File: config.mk
export PLATFORM = sky130hd
export DESIGN_NAME = reg_host_bridge
export DESIGN_NICKNAME = d
export VERILOG_FILES = /design/src/rtl/miner_pkg.sv /design/src/rtl/bridge_timeout_ctr.sv /design/src/rtl/reg_host_bridge.sv
export SDC_FILE = /design/constraint.sdc
export NUM_CORES = 1
export LEC_CHECK = 0
export CORE_ASPECT_RATIO = 1.1
export CORE_UTILIZATION = 35
export DETAILED_ROUTE_END_ITERATION = 8
export PLACE_DENSITY = 0.62
export SETUP_SLACK_MARGIN = 0.05
export SKIP_CTS_REPAIR_TIMING = 1
export SLEW_MARGIN = 10
export SYNTH_ARGS = -nofsm -noshare
export SYNTH_HDL_FRONTEND = slang
export SYNTH_SLANG_ARGS = --single-unit
File: constraint.sdc
create_clock -name clk -period 4.6 [get_ports clk]
set_input_delay 0.69 -clock clk [delete_from_list [all_inputs] [get_ports clk]]
set_output_delay 0.69 -clock clk [all_outputs]
set_load 0.005 [all_outputs]
File: src/rtl/miner_pkg.sv
// Shared constants for the miner register-file host bridge: opcodes, response codes,
// the park address and the bridge FSM state encoding.
package miner_pkg;

    localparam logic [7:0] OP_WR    = 8'hA5;
    localparam logic [7:0] OP_RD    = 8'hA6;
    localparam logic [7:0] OP_BURST = 8'hA7;

    localparam logic [7:0] RSP_ACK  = 8'h5A;
    localparam logic [7:0] RSP_NAK  = 8'hEE;

    // Unused address; parking here keeps nonce byte 1 (address 1) deselected.
    localparam logic [6:0] REG_PARK = 7'h7F;

    localparam logic [2:0] ST_IDLE      = 3'd0;
    localparam logic [2:0] ST_ADDR      = 3'd1;
    localparam logic [2:0] ST_LEN       = 3'd2;
    localparam logic [2:0] ST_DATA      = 3'd3;
    localparam logic [2:0] ST_WRITE     = 3'd4;
    localparam logic [2:0] ST_RD_SET    = 3'd5;
    localparam logic [2:0] ST_RD_SAMPLE = 3'd6;
    localparam logic [2:0] ST_RESP      = 3'd7;

    // Burst address step: the low 7 bits wrap, an out-of-range bit 7 stays out of range.
    function automatic logic [7:0] addr_inc(input logic [7:0] a);
        return {a[7], a[6:0] + 7'd1};
    endfunction

endpackage

File: src/rtl/bridge_timeout_ctr.sv
// Inter-byte idle timer for the host bridge; flags expiry on the last allowed idle cycle.
module bridge_timeout_ctr #(
    parameter int TIMEOUT_CYCLES = 100000
) (
    input  logic clk,
    input  logic reset,
    input  logic clear,
    input  logic enable,
    output logic expired
);

    localparam int W = (TIMEOUT_CYCLES > 1) ? $clog2(TIMEOUT_CYCLES) : 1;
    localparam logic [W-1:0] LAST = W'(TIMEOUT_CYCLES - 1);

    logic [W-1:0] count;

    always_ff @(posedge clk) begin
        if (reset) begin
            count <= '0;
        end else if (clear) begin
            count <= '0;
        end else if (enable) begin
            count <= count + 1'b1;
        end
    end

    assign expired = enable && !clear && (count == LAST);

endmodule

File: src/rtl/reg_host_bridge.sv
// Host byte-stream initiator for the miner register file: single write, read and
// burst write commands, one response byte per command.
module reg_host_bridge
    import miner_pkg::*;
#(
    parameter int TIMEOUT_CYCLES = 100000,
    parameter int NUM_REGS       = 81,
    parameter int FIRST_RW       = 5
) (
    input  logic       clk,
    input  logic       reset,
    input  logic [7:0] rx_data,
    input  logic       rx_valid,
    output logic       rx_ready,
    output logic [7:0] tx_data,
    output logic       tx_valid,
    input  logic       tx_ready,
    output logic [6:0] reg_num,
    output logic       reg_write,
    output logic [7:0] reg_wdata,
    input  logic [7:0] reg_rdata,
    output logic       busy
);

    logic [2:0] state;
    logic       is_rd;
    logic       is_burst;
    logic [7:0] addr;
    logic [7:0] len;
    logic       err;

    logic accept;
    logic tmr_clear;
    logic tmr_enable;
    logic tmr_expired;

    function automatic logic addr_exists(input logic [7:0] a);
        return a < 8'(NUM_REGS);
    endfunction

    function automatic logic addr_writable(input logic [7:0] a);
        return addr_exists(a) && (a >= 8'(FIRST_RW));
    endfunction

    assign rx_ready = (state == ST_IDLE) || (state == ST_ADDR) ||
                      (state == ST_LEN)  || (state == ST_DATA);
    assign accept   = rx_valid && rx_ready;
    assign tx_valid = (state == ST_RESP);
    assign busy     = (state != ST_IDLE);

    assign tmr_clear  = accept || (state == ST_IDLE) || (state == ST_RESP);
    assign tmr_enable = (state == ST_ADDR) || (state == ST_LEN) || (state == ST_DATA);

    bridge_timeout_ctr #(
        .TIMEOUT_CYCLES(TIMEOUT_CYCLES)
    ) u_timeout (
        .clk    (clk),
        .reset  (reset),
        .clear  (tmr_clear),
        .enable (tmr_enable),
        .expired(tmr_expired)
    );

    always_ff @(posedge clk) begin
        if (reset) begin
            state     <= ST_IDLE;
            is_rd     <= 1'b0;
            is_burst  <= 1'b0;
            addr      <= '0;
            len       <= '0;
            err       <= 1'b0;
            tx_data   <= '0;
            reg_num   <= REG_PARK;
            reg_write <= 1'b0;
            reg_wdata <= '0;
        end else begin
            // NOTE: default-low here makes reg_write a single-cycle strobe without extra state.
            reg_write <= 1'b0;
            case (state)
                ST_IDLE: begin
                    if (accept) begin
                        err      <= 1'b0;
                        is_rd    <= (rx_data == OP_RD);
                        is_burst <= (rx_data == OP_BURST);
                        if (rx_data == OP_WR || rx_data == OP_RD || rx_data == OP_BURST) begin
                            state <= ST_ADDR;
                        end else begin
                            tx_data <= RSP_NAK;
                            state   <= ST_RESP;
                        end
                    end
                end
                ST_ADDR: begin
                    if (accept) begin
                        addr <= rx_data;
                        if (is_rd) begin
                            reg_num <= rx_data[6:0];
                            state   <= ST_RD_SET;
                        end else if (is_burst) begin
                            state <= ST_LEN;
                        end else begin
                            state <= ST_DATA;
                        end
                    end else if (tmr_expired) begin
                        state <= ST_IDLE;
                    end
                end
                ST_LEN: begin
                    if (accept) begin
                        len <= rx_data;
                        if (rx_data == 8'd0) begin
                            tx_data <= RSP_ACK;
                            state   <= ST_RESP;
                        end else begin
                            state <= ST_DATA;
                        end
                    end else if (tmr_expired) begin
                        state <= ST_IDLE;
                    end
                end
                ST_DATA: begin
                    // Strobe outputs are registered here so they are valid during WRITE.
                    if (accept) begin
                        if (addr_writable(addr)) begin
                            reg_num   <= addr[6:0];
                            reg_wdata <= rx_data;
                            reg_write <= 1'b1;
                        end else begin
                            err <= 1'b1;
                        end
                        state <= ST_WRITE;
                    end else if (tmr_expired) begin
                        state <= ST_IDLE;
                    end
                end
                ST_WRITE: begin
                    reg_num <= REG_PARK;
                    if (is_burst && len != 8'd1) begin
                        len   <= len - 8'd1;
                        addr  <= addr_inc(addr);
                        state <= ST_DATA;
                    end else begin
                        tx_data <= err ? RSP_NAK : RSP_ACK;
                        state   <= ST_RESP;
                    end
                end
                ST_RD_SET: begin
                    state <= ST_RD_SAMPLE;
                end
                ST_RD_SAMPLE: begin
                    tx_data <= addr_exists(addr) ? reg_rdata : 8'h00;
                    reg_num <= REG_PARK;
                    state   <= ST_RESP;
                end
                ST_RESP: begin
                    if (tx_ready) begin
                        state <= ST_IDLE;
                    end
                end
                default: begin
                    state <= ST_IDLE;
                end
            endcase
        end
    end

endmodule

==> impl_metrics.json <==
{
  "r2r-end": "tx_data[2]$_SDFFE_PP0P_",
  "grt_pass1_vias": 3011,
  "synth_area_per_cell_um2": 7.98,
  "cts_made_buffers": 9,
  "synth_compound_area_frac": 0.228,
  "fin_area_mm2": 0.00422,
  "slew-limit-headroom": 0.446,
  "area_growth_pct": 22.0,
  "total_leakage_power_nw": 1.50,
  "postRouteAntennaNets": 0,
  "dieWidth_um": 96.7,
  "yosys.cell_types.count": 58,
  "wl_per_cell_um": 15.2,
  "yosys.area_share.adder": 0.0290,
  "tightest_slew_ns": 0.829,
  "layout-drive-gt1-share": 0.0651,
  "min_path_type": "flop to flop",
  "cts_htree_levels": 3,
  "layout_setup_ws_ns": 1.84,
  "clock_skew_ns": 0.00734,
  "syn-num-nets": 461,
  "grt_max_degree": 27,
  "crit_type": "flop to output pin",
  "overflow": 0,
  "grt_usage": 0.180,
  "r2r_slack_ns": 2.15,
  "synth-simple-area-share": 0.245,
  "port_buffers": 46,
  "cts_root_buf": "clkbuf_8",
  "hold_viol": 0,
  "fin_cells": 593,
  "powerDensity_mw_per_mm2": 526,
  "cts.clk_slew.worst_paths_ns": 0.07,
  "place_inst": 577,
  "finalWirelength_mm": 9.04,
  "path_max_fanout": 23,
  "max_clock_freq_ghz": 0.362,
  "layout.nets": 499,
  "timing.setup.tns_ns": 0,
  "grt_pass1_wl_mm": 15.0,
  "finalMaxSlewViolations": 0,
  "worstSetupEndpointType": "output pin",
  "io-pin-count": 47,
  "synth_top_area_frac": 0.365,
  "yosys_register_bits": 63,
  "startpoint_type": "flop",
  "drtIter0Drc": 338,
  "synth.area.top_cells": "dfxtp_1 (36%), nor2_1 (6.6%), a21oi_1 (5.4%)",
  "crit_arrival_ns": 2.07,
  "initial_core_util": 0.364,
  "outcome": "finished clean",
  "setup_viol_count_final": 0,
  "muxShareOfSynthArea": 0.0438,
  "final_cell_mix": "dfxtp_1 (63), nor2_1 (61), clkdlybuf4s50_1 (46)",
  "final_common_cell": "dfxtp_1",
  "rsz0062_at_grt": "false",
  "clock_latency_ns": 0.34,
  "ys_warn_count": 0,
  "worstReg2RegStart": "state[2]$_SDFFE_PP0P_",
  "core-area_mm2": 0.00949,
  "fp.dieH_um": 106,
  "vias": 3275,
  "place.gp.congestion": 0.840,
  "hold-worst-slack_ns": 0.480,
  "cp-startpoint": "state[1]$_SDFFE_PP0P_",
  "cts_tree": "yes",
  "timing.final.crit_period_ns": 2.76,
  "worstPathRequired_ns": 3.91,
  "synth_xor_area_frac": 0.0431,
  "synth_top_family_by_area": "simple AND/OR/NAND/NOR gates",
  "via_per_inst": 5.52,
  "hpwl_mm": 6.51,
  "drcViolationCount": 0,
  "antenna_cells": 0,
  "antenna_found_initial": 0,
  "ys_seq_area_frac": 0.365,
  "final_util": 0.444,
  "synth_top_area_cell": "dfxtp_1",
  "syn-instance-count": 433,
  "design_power_total_mw": 2.22,
  "r2r.worst_path.cells": 5,
  "crit_path_end": "busy",
  "rows": 37,
  "cts_sinks": 63,
  "fin_crit_sh": 0.601,
  "drv_cap": 0,
  "first_pass_iters": 5,
  "ir_drop_v": 0.000167,
  "clock_path_buffers": 2,
  "placed_area_mm2": 0.00398,
  "dieArea_mm2": 0.0103,
  "syn_area_mm2": 0.00346,
  "pre_cts_ws_ns": 1.84
}
==> state kept, by name, indices dropped and copies added, names as in the netlist, 3 cells and up <==
| name | cells |
|---|---|
| len | 8 |
| u_timeout.count | 17 |
| reg_num | 7 |
| reg_wdata | 8 |
| tx_data | 8 |
| addr | 8 |
| state | 3 |
==> worst min path at each step <==
stage | cells past startpoint | slack (ns) | start | end
3_3_place_gp | 2 | 0.47 | u_timeout.count[1]$_SDFFE_PP0P_ | u_timeout.count[1]$_SDFFE_PP0P_
6_report | 2 | 0.48 | u_timeout.count[1]$_SDFFE_PP0P_ | u_timeout.count[1]$_SDFFE_PP0P_
2_1_floorplan | 2 | 0.45 | u_timeout.count[1]$_SDFFE_PP0P_ | u_timeout.count[1]$_SDFFE_PP0P_
4_1_cts | 2 | 0.48 | u_timeout.count[1]$_SDFFE_PP0P_ | u_timeout.count[1]$_SDFFE_PP0P_
3_5_place_dp | 2 | 0.47 | u_timeout.count[1]$_SDFFE_PP0P_ | u_timeout.count[1]$_SDFFE_PP0P_
5_1_grt | 2 | 0.53 | u_timeout.count[1]$_SDFFE_PP0P_ | u_timeout.count[1]$_SDFFE_PP0P_
==> cells by family (layout without fill, tap and decap cells) <==
logic type,Yosys count,after routing
xor gates and xnor gates,17,17
muxes,15,15
adders and majority gates,8,8
and+or+nand+nor,176,176
buffers and inverters,35,78
AOI/OAI and AO/OA,119,119
DFF,63,63
==> cells in the mapped netlist, drive strengths merged <==
library cell and n:
dfxtp 63, nor2 61, nand2 39, a21oi 37, o21ai 25, nand3 21
a211oi 17, a31oi 14, mux2i 14, buf 12, clkbuf 11, inv 11
nor3 11, xor2 11, and3 10, ha 8, o21a 6, xnor2 6
and2 5, nor4 5, o31ai 5, nand4 4, nand2b 3, nand4b 3
o211ai 3, or4 3, a21o 2, a311oi 2, nand3b 2, o211a 2
or3 2, or3b 2, a221oi 1, a311o 1, a32oi 1, clkinv 1
mux2 1, nor2b 1, nor3b 1, nor4b 1, o21bai 1, o311ai 1
o32a 1, or2 1, or4b 1
==> routing by layer <==
| layer | GRT usage | part of all wire | vias up |
|---|---|---|---|
| met1 | 0.246 | 0.48 | 1538 |
| met3 | 0.0440 | 0.053 | 11 |
| li1 | - | - | 1638 |
| met2 | 0.278 | 0.45 | 88 |
| met4 | 0.0597 | 0.014 | 0 |
| met5 | 0 | 0 | - |
==> power breakdown <==
part	internal, mW	switching [mW]
clock network	0.359	0.223
registers	0.633	0.124
logic	0.385	0.493
==> worst max-delay path, stage by stage (launching register included) <==
cell and delay [ns]:
dfxtp_1 0.85, nor3_1 0.20, inv_1 0.15, clkdlybuf4s50_1 0.52
==> final cells by class <==
type	instances	area, um2
Fill cell	933	5270
Multi-Input combinational cell	335	2040
Sequential cell	63	1260
Timing Repair Buffer	50	490
Tap cell	117	146
Clock buffer	10	128
Clock inverter	6	109
Inverter	12	45.0
Note: power is estimated with default switching activity, not from simulation.
